## src/rtl/simple_mem_pkg.sv

```systemverilog
// simple_mem_pkg: shared types and defaults for the memory responder.
// Build option MEM_OOR_ERR_EN enables out-of-range error reporting.
package simple_mem_pkg;

  localparam int MEM_ADDR_W  = 8;
  localparam int MEM_DATA_W  = 8;
  localparam int MEM_DEPTH   = 256;
  localparam int MEM_LATENCY = 2;

  typedef enum logic [1:0] {
    IDLE,
    WAIT,
    RESP
  } mem_state_e;

  typedef struct packed {
    logic                  we;
    logic [MEM_ADDR_W-1:0] addr;
    logic [MEM_DATA_W-1:0] wdata;
  } mem_req_t;

  // Bits needed to index n items, never less than one.
  function automatic int width_for(input int n);
    return (n <= 2) ? 1 : $clog2(n);
  endfunction

endpackage

```

## src/rtl/simple_mem_if.sv

```systemverilog
// simple_mem_if: CPU data-memory port bundle with master/slave views.
// mem_err exists only when MEM_OOR_ERR_EN is defined.
interface simple_mem_if
  import simple_mem_pkg::*;
#(
  parameter int ADDR_W = MEM_ADDR_W,
  parameter int DATA_W = MEM_DATA_W
);

  logic              mem_req;
  logic              mem_we;
  logic [ADDR_W-1:0] mem_addr;
  logic [DATA_W-1:0] mem_wdata;
  logic [DATA_W-1:0] mem_rdata;
  logic              mem_ready;
`ifdef MEM_OOR_ERR_EN
  logic              mem_err;
`endif

  modport master (
    output mem_req, mem_we, mem_addr, mem_wdata,
`ifdef MEM_OOR_ERR_EN
    input  mem_err,
`endif
    input  mem_rdata, mem_ready
  );

  modport slave (
    input  mem_req, mem_we, mem_addr, mem_wdata,
`ifdef MEM_OOR_ERR_EN
    output mem_err,
`endif
    output mem_rdata, mem_ready
  );

endinterface

```

## src/rtl/simple_mem_array.sv

```systemverilog
// simple_mem_array: DEPTH x DATA_W storage, sync write, comb read.
// Contents are deliberately not reset.
module simple_mem_array
  import simple_mem_pkg::*;
#(
  parameter int DATA_W = MEM_DATA_W,
  parameter int DEPTH  = MEM_DEPTH,
  parameter int IDX_W  = width_for(MEM_DEPTH)
) (
  input  logic              clk,
  input  logic              we,
  input  logic [IDX_W-1:0]  addr,
  input  logic [DATA_W-1:0] wdata,
  output logic [DATA_W-1:0] rdata
);

  logic [DATA_W-1:0] mem [DEPTH];

  // Commit write data on the enabled edge.
  always_ff @(posedge clk) begin
    if (we) mem[addr] <= wdata;
  end

  assign rdata = mem[addr];

endmodule

```

## src/rtl/simple_mem_responder.sv

```systemverilog
// simple_mem_responder: fixed-latency single-beat memory responder.
// Define MEM_OOR_ERR_EN to flag and suppress addresses >= DEPTH.
module simple_mem_responder
  import simple_mem_pkg::*;
#(
  parameter int ADDR_W  = MEM_ADDR_W,
  parameter int DATA_W  = MEM_DATA_W,
  parameter int DEPTH   = MEM_DEPTH,
  parameter int LATENCY = MEM_LATENCY
) (
  input logic       clk,
  input logic       rst_n,
  simple_mem_if.slave bus
);

  localparam int IDX_W = width_for(DEPTH);
  localparam int CNT_W = width_for(LATENCY);
  localparam logic [CNT_W-1:0] CNT_LOAD = CNT_W'(LATENCY - 1);
  localparam logic [CNT_W-1:0] CNT_ONE  = CNT_W'(1);

  if (LATENCY < 1) begin : g_bad_latency
    $error("simple_mem_responder: LATENCY must be >= 1");
  end
  if (DEPTH < 1 || DEPTH > (2 ** ADDR_W)) begin : g_bad_depth
    $error("simple_mem_responder: DEPTH out of range");
  end
  if (ADDR_W > MEM_ADDR_W || DATA_W > MEM_DATA_W) begin : g_bad_width
    $error("simple_mem_responder: widths exceed capture struct");
  end

  mem_state_e        state;
  logic [CNT_W-1:0]  cnt;
  logic              ready_q;
  logic [DATA_W-1:0] rdata_q;
  mem_req_t          cap;

  logic              capture;
  logic              oor;
  logic              arr_we;
  logic [IDX_W-1:0]  idx;
  logic [DATA_W-1:0] arr_rdata;

  assign capture = (state == IDLE) && bus.mem_req;
  assign idx     = bus.mem_addr[IDX_W-1:0];

`ifdef MEM_OOR_ERR_EN
  assign oor = {1'b0, bus.mem_addr} >= (ADDR_W + 1)'(DEPTH);
`else
  assign oor = 1'b0;
`endif

  if (ADDR_W > IDX_W) begin : g_hi_addr
    logic unused_hi;
    assign unused_hi = ^bus.mem_addr[ADDR_W-1:IDX_W];
  end

  assign arr_we = capture && bus.mem_we && !oor;

  simple_mem_array #(
    .DATA_W (DATA_W),
    .DEPTH  (DEPTH),
    .IDX_W  (IDX_W)
  ) u_array (
    .clk   (clk),
    .we    (arr_we),
    .addr  (idx),
    .wdata (bus.mem_wdata),
    .rdata (arr_rdata)
  );

  // Request FSM: capture, count wait states, pulse ready in RESP.
  always_ff @(posedge clk or negedge rst_n) begin
    if (!rst_n) begin
      state   <= IDLE;
      cnt     <= '0;
      ready_q <= 1'b0;
      rdata_q <= '0;
      cap     <= '0;
    end else begin
      ready_q <= 1'b0;
      unique case (state)
        IDLE: begin
          if (bus.mem_req) begin
            cap.we    <= bus.mem_we;
            cap.addr  <= MEM_ADDR_W'(bus.mem_addr);
            cap.wdata <= MEM_DATA_W'(bus.mem_wdata);
            if (!bus.mem_we) rdata_q <= oor ? '0 : arr_rdata;
            cnt <= CNT_LOAD;
            if (LATENCY == 1) begin
              state   <= RESP;
              ready_q <= 1'b1;
            end else begin
              state <= WAIT;
            end
          end
        end
        WAIT: begin
          cnt <= cnt - CNT_ONE;
          if (cnt == CNT_ONE) begin
            state   <= RESP;
            ready_q <= 1'b1;
          end
        end
        RESP: state <= IDLE;
        default: state <= IDLE;
      endcase
    end
  end

  assign bus.mem_ready = ready_q;
  assign bus.mem_rdata = rdata_q;

`ifdef MEM_OOR_ERR_EN
  logic err_q;
  logic cap_oor;
  logic unused_cap;

  assign cap_oor    = {1'b0, cap.addr} >= (MEM_ADDR_W + 1)'(DEPTH);
  assign unused_cap = ^{cap.we, cap.wdata};

  // Error flag is raised only for the RESP cycle of an OOR access.
  always_ff @(posedge clk or negedge rst_n) begin
    if (!rst_n) begin
      err_q <= 1'b0;
    end else begin
      err_q <= 1'b0;
      if (capture && LATENCY == 1) err_q <= oor;
      else if (state == WAIT && cnt == CNT_ONE) err_q <= cap_oor;
    end
  end

  assign bus.mem_err = err_q;
`else
  logic unused_cap;
  assign unused_cap = ^cap;
`endif

endmodule
```

## src/flat_wrapper.sv

```systemverilog
// flat-port wrapper written by rule: the top's interface ports become plain ports
module simple_mem_responder_flat import simple_mem_pkg::*;
#(
  parameter int ADDR_W  = MEM_ADDR_W,
  parameter int DATA_W  = MEM_DATA_W,
  parameter int DEPTH   = MEM_DEPTH,
  parameter int LATENCY = MEM_LATENCY
)
  (clk, rst_n, bus_mem_req, bus_mem_we, bus_mem_addr, bus_mem_wdata, bus_mem_rdata, bus_mem_ready);
  simple_mem_if #(.ADDR_W(ADDR_W), .DATA_W(DATA_W)) bus_i ();
  input logic clk;
  input logic rst_n;
  input wire logic [$bits(bus_i.mem_req)-1:0] bus_mem_req;
  input wire logic [$bits(bus_i.mem_we)-1:0] bus_mem_we;
  input wire logic [$bits(bus_i.mem_addr)-1:0] bus_mem_addr;
  input wire logic [$bits(bus_i.mem_wdata)-1:0] bus_mem_wdata;
  output wire logic [$bits(bus_i.mem_rdata)-1:0] bus_mem_rdata;
  output wire logic [$bits(bus_i.mem_ready)-1:0] bus_mem_ready;
  assign bus_i.mem_req = bus_mem_req;
  assign bus_i.mem_we = bus_mem_we;
  assign bus_i.mem_addr = bus_mem_addr;
  assign bus_i.mem_wdata = bus_mem_wdata;
  assign bus_mem_rdata = bus_i.mem_rdata;
  assign bus_mem_ready = bus_i.mem_ready;
  simple_mem_responder #(.ADDR_W(ADDR_W), .DATA_W(DATA_W), .DEPTH(DEPTH), .LATENCY(LATENCY)) u_core (.clk(clk), .rst_n(rst_n), .bus(bus_i));
endmodule
```

## config.mk

```make
export PLATFORM = sky130hd
export DESIGN_NAME = simple_mem_responder_flat
export DESIGN_NICKNAME = d
export VERILOG_FILES = /design/src/rtl/simple_mem_pkg.sv /design/src/rtl/simple_mem_if.sv /design/src/rtl/simple_mem_array.sv /design/src/rtl/simple_mem_responder.sv /design/src/flat_wrapper.sv
export SDC_FILE = /design/constraint.sdc
export NUM_CORES = 2
export LEC_CHECK = 0
export BUFFER_PORTS_ARGS = -buffer_cell sky130_fd_sc_hd__buf_2
export CORE_ASPECT_RATIO = 1.75
export CORE_MARGIN = 1.5
export CORE_UTILIZATION = 33
export DETAILED_ROUTE_END_ITERATION = 8
export GPL_TIMING_DRIVEN = 0
export HOLD_SLACK_MARGIN = 0.1
export SYNTH_ARGS = -nofsm -noshare
export SYNTH_HDL_FRONTEND = slang
export SYNTH_SLANG_ARGS = --single-unit
```

## constraint.sdc

```tcl
create_clock -name clk -period 3.4 [get_ports clk]
set_input_delay 0 -clock clk [delete_from_list [all_inputs] [get_ports clk]]
set_output_delay 0 -clock clk [all_outputs]
set_load 0.05 [all_outputs]
```

==> reports/metrics.sh <==
PLACEMENT.IO_BUFFERS=25
GRT_FIRST_PASS_WIRELENGTH_MM=401
CLOCK_SKEW_PS=61.0
POST-ROUTE-DRC-COUNT=0
DETAIL_ROUTE.WL_PER_CELL_UM=42.1
FF_LATCH_AREA_MM2=0.0618
CLKTRANSATPATHREGS_PS=70
GLOBALROUTEOVERFLOWTOTAL=0
SYNTHTOPCELLSBYAREA='sky130_fd_sc_hd__edfxtp_1 77%, sky130_fd_sc_hd__mux4_2 13%, sky130_fd_sc_hd__nor2_1 1.6%'
NUM-NETS-FINAL=4071
ROUTABILITYCONGESTION=1.02
YS_TYPES=60
FINAL_WIRELENGTH_MM=308
HOLDCRITPATHCLASS='primary input to register'
WHS_PS=164
TIGHTESTPINTRANSITION_PS=1630
CRITICAL_PATH.STARTPOINT_TYPE='primary input'
SYNTH-SEQ-CELLS=2060
WORSTPATHCELLLIST='buf_2 > inv_1 > buf_4 > buf_2 > nor2_1 > nand2_2 > clkbuf_4 > nor2_2'
POST-SYNTH-TOP-AREA-FRACTION=0.769
REG2REG_SETUP_SLACK_PS=20
FIRST_ITER_VIOLATIONS=6782
POST_ROUTE_CELLS_DRIVE_ABOVE_1_SHARE=0.304
WORST-SETUP-PATH-TYPE='primary input to register'
MAXIMUM_NUMBER_OF_PINS_ON_ONE_NET_BEFORE_GLOBAL_ROUTE_REPAIR=152
CORE_REGION_AREA_MM2=0.241
FLOORPLAN.DIE.WIDTH_UM=375
MULTIINPUTGATEAREA_MM2=0.0184
LAYOUT_SETUP_WS_PS=-228
RUN_STATUS='finished, violations left'
CRIT_START='bus_mem_addr[3]'
DRT_PASS1_ITERATIONS=6
FAILED_CHECKS='capacitance limit, slew limit, setup timing'
CRITICAL_PATH_ARRIVAL_PS=4160
SYN-MEAN-INSTANCE-AREA_UM2=21.0
TIMING.FINAL.MAX_SLEW_VIOLATIONS=19
CP.BUFFERS_INVERTERS=5
CRITICAL_PATH_REQUIRED_PS=3930
STDCELL_COUNT=7315
AREA_GROWTH_SYN_TO_LAYOUT_PCT=14.9
RR_ENDPOINT='u_core.u_array.mem[96][6]'
SYNTH_CELLS=3810
SETUP_TOTAL_NEGATIVE_SLACK_PS=-50580
IRDROPWORSTVDD_uV=395
FIN_AREA_MM2=0.0919
RR_STARTPOINT='u_core.state[0]'
START_UTIL=0.332
ROW_COUNT=238
WORSTSKEWPAIRLATENCY_PS=900
P_PER_AREA_mW_PER_MM2=570
SYNTH_EDF_COUNT=2048
WORSTSETUPENDPOINT='u_core.u_array.mem[94][1]'
H_TREE_DEPTH=4
MAX_STAGE_DELAY_PS=1020
PLACE.DETAILED.INSTANCES=6973
MAXIMUM_CLOCK_FREQUENCY_GHz=0.276
MOSTFREQUENTLAYOUTCELL='sky130_fd_sc_hd__edfxtp_1'
YOSYS_TOP_CELL_BY_AREA='sky130_fd_sc_hd__edfxtp_1'
DIE-AREA_MM2=0.245
CPMAXSTAGEDELAYCELL='sky130_fd_sc_hd__nor2_1'
SYNTH_WARNINGS=0
GRT_USAGE=0.248
FILLERS=21500
PATH_DEPTH=8
ROUTE.ANTENNA.REMAINING_NETS=0
R2R.WORST_PATH.CELLS=6
HPWLAFTERDP_MM=209
TIMING.FINAL.SETUP_VIOLATIONS=647
TOP_LEVEL_PORTS=29
HOLD_FAILS_FINAL_RPT=0
CLK_PATH_BUF_DEPTH=4
POWER.LEAKAGE_uW=0.0277
BUFFER_TYPE_AT_THE_CLOCK_TREE_ROOT='sky130_fd_sc_hd__clkbuf_16'
YS_SEQ_AREA_FRAC=0.773
TOTAL_VIA_COUNT_AFTER_DETAILED_ROUTING=43700
SYNTHESIS.AREA_MM2=0.0799
CLOCK_TREE_FROM_TRITONCTS='yes'
NUMBER_OF_GLOBAL_ROUTE_VIAS_BEFORE_REPAIR=43200
ASYNCSETRESETFLOPFRACSYNTH=0.00583
GRT_ANTENNA_BEFORE_REPAIR=18
TIMING.MAX_CAP.VIOLATIONS=3
TIMING.SLEW.HEADROOM=-0.0897
FIN_CRIT_PS=3630
LAYOUT_COMMON_CELLS='2048 x sky130_fd_sc_hd__edfxtp_1, 474 x sky130_fd_sc_hd__mux4_2, 184 x sky130_fd_sc_hd__clkbuf_16'
WORST_PATH_MOST_REPEATED_CELL='sky130_fd_sc_hd__buf_2'
CTS-BUFFERS-INSERTED=179
CTS_NUM_SINKS=2060
ROUTE.DETAILED.VIAS_PER_INST=5.98
WORSTSETUPENDPOINTTYPE='register'
SYNTH_FLOP_CELL='sky130_fd_sc_hd__edfxtp_1'
TIMING.FINAL.CRIT_SHARE=1.07
CP_TOP_FAMILY='simple AND/OR/NAND/NOR gates'
POSTPLACECELLAREA_MM2=0.0845
POSTSYNTHNETCOUNT=3830
DIE_Y_UM=654
WORST-PATH-MAX-FANOUT=10
[metal layers]
layer	global-route usage	share of wire	vias up
met5	0	0.00022	-
met4	0.217	0.11	10
met3	0.0549	0.089	1014
met2	0.427	0.50	3030
met1	0.254	0.31	23300
li1	-	-	16300
[flip-flops by register name, indices dropped and copies added, names as in the netlist]
signal and flops:
u_core.bus.mem_rdata 8, u_core.bus.mem_ready 1, u_core.cnt 1, u_core.state 2, u_core.u_array.mem 2048
[power breakdown]
part | switching [µW] | internal, µW
sequential | 149 | 28000
clock | 9470 | 11000
combinational | 2810 | 1010
total | 12400 | 40000
[tightest hold or removal path, cell delays in order]
cell                       delay (ps)
sky130_fd_sc_hd__buf_2            120
sky130_fd_sc_hd__and4b_1          310
sky130_fd_sc_hd__nand2_1          120
sky130_fd_sc_hd__o221ai_1         100
sky130_fd_sc_hd__a221oi_1         230
sky130_fd_sc_hd__a31oi_1          120
[stage by stage]
step,total power (µW),worst slack [ps],utilization
final,52400,-228,0.382
after global routing,53100,-15.6,0.382
after CTS,52200,-83.0,0.381
after detailed placement,32300,-3370,0.351
after global placement,32300,-3760,0.349
after floorplan,30200,948,-
[worst min-delay path by stage]
stage	start	end	slack [ps]	cells past startpoint
floorplan	rst_n	u_core.bus.mem_rdata[0]	-300	0
CTS	bus_mem_addr[7]	u_core.bus.mem_rdata[7]	130	7
global placement	rst_n	u_core.bus.mem_ready	-70	1
global route	bus_mem_addr[6]	u_core.bus.mem_rdata[2]	130	4
finish	bus_mem_addr[6]	u_core.bus.mem_rdata[2]	160	6
detailed placement	rst_n	u_core.state[1]	-70	1
[cell usage after synthesis (4+ instances only)]
cell and count:
sky130_fd_sc_hd__edfxtp_1 2048, sky130_fd_sc_hd__mux4_2 474, sky130_fd_sc_hd__nor2_1 344, sky130_fd_sc_hd__nand2_1 142, sky130_fd_sc_hd__mux2_2 101, sky130_fd_sc_hd__clkbuf_1 80
sky130_fd_sc_hd__o22ai_1 75, sky130_fd_sc_hd__mux2i_1 71, sky130_fd_sc_hd__buf_2 63, sky130_fd_sc_hd__a21oi_1 39, sky130_fd_sc_hd__buf_4 33, sky130_fd_sc_hd__o21ai_0 32
sky130_fd_sc_hd__a22oi_1 30, sky130_fd_sc_hd__buf_1 24, sky130_fd_sc_hd__nand3_1 23, sky130_fd_sc_hd__a221oi_1 22, sky130_fd_sc_hd__a31oi_1 16, sky130_fd_sc_hd__nor3_1 16
sky130_fd_sc_hd__buf_6 15, sky130_fd_sc_hd__nand4_1 14, sky130_fd_sc_hd__dfrtp_1 12, sky130_fd_sc_hd__nor2b_1 12, sky130_fd_sc_hd__o221ai_1 10, sky130_fd_sc_hd__and3_1 9
sky130_fd_sc_hd__a211oi_1 8, sky130_fd_sc_hd__inv_1 7, sky130_fd_sc_hd__nand2b_1 7, sky130_fd_sc_hd__o211ai_1 7, sky130_fd_sc_hd__o41ai_1 7, sky130_fd_sc_hd__a22o_1 6
sky130_fd_sc_hd__o22a_1 6, sky130_fd_sc_hd__a32oi_1 5, sky130_fd_sc_hd__nor4_1 5, sky130_fd_sc_hd__nor4bb_1 4
[cell type report]
class | instances | area share
Antenna cell | 10 | 0.000272
Buffer | 213 | 0.0150
Clock buffer | 225 | 0.0518
Clock inverter | 90 | 0.00848
Inverter | 10 | 0.000436
Multi-Input combinational cell | 1525 | 0.200
Sequential cell | 2060 | 0.673
Tap cell | 3120 | 0.0425
Timing Repair Buffer | 62 | 0.00850
[cells by family (layout without fill, tap and decap cells)]
logic type      Yosys count  in the layout  synth area share
compound gates          289            289            0.0249
flops                  2060           2060             0.773
buf+inv                 225            600            0.0145
mux                     646            646             0.157
simple gates            590            590            0.0309
other cells               0             10                 0
[what timing repair did]
item / 4_1_cts / 5_1_grt
pin swaps: 0 / 0
cloned: 0 / 0
buffers inserted: 0 / 0
hold buffers: 19 / 0
hold endpoints to repair: 996 / 0
endpoints found under the setup margin: 2056 / 923
resized for setup: 446 / 33
No activity file was read; power rests on OpenSTA's default activity.
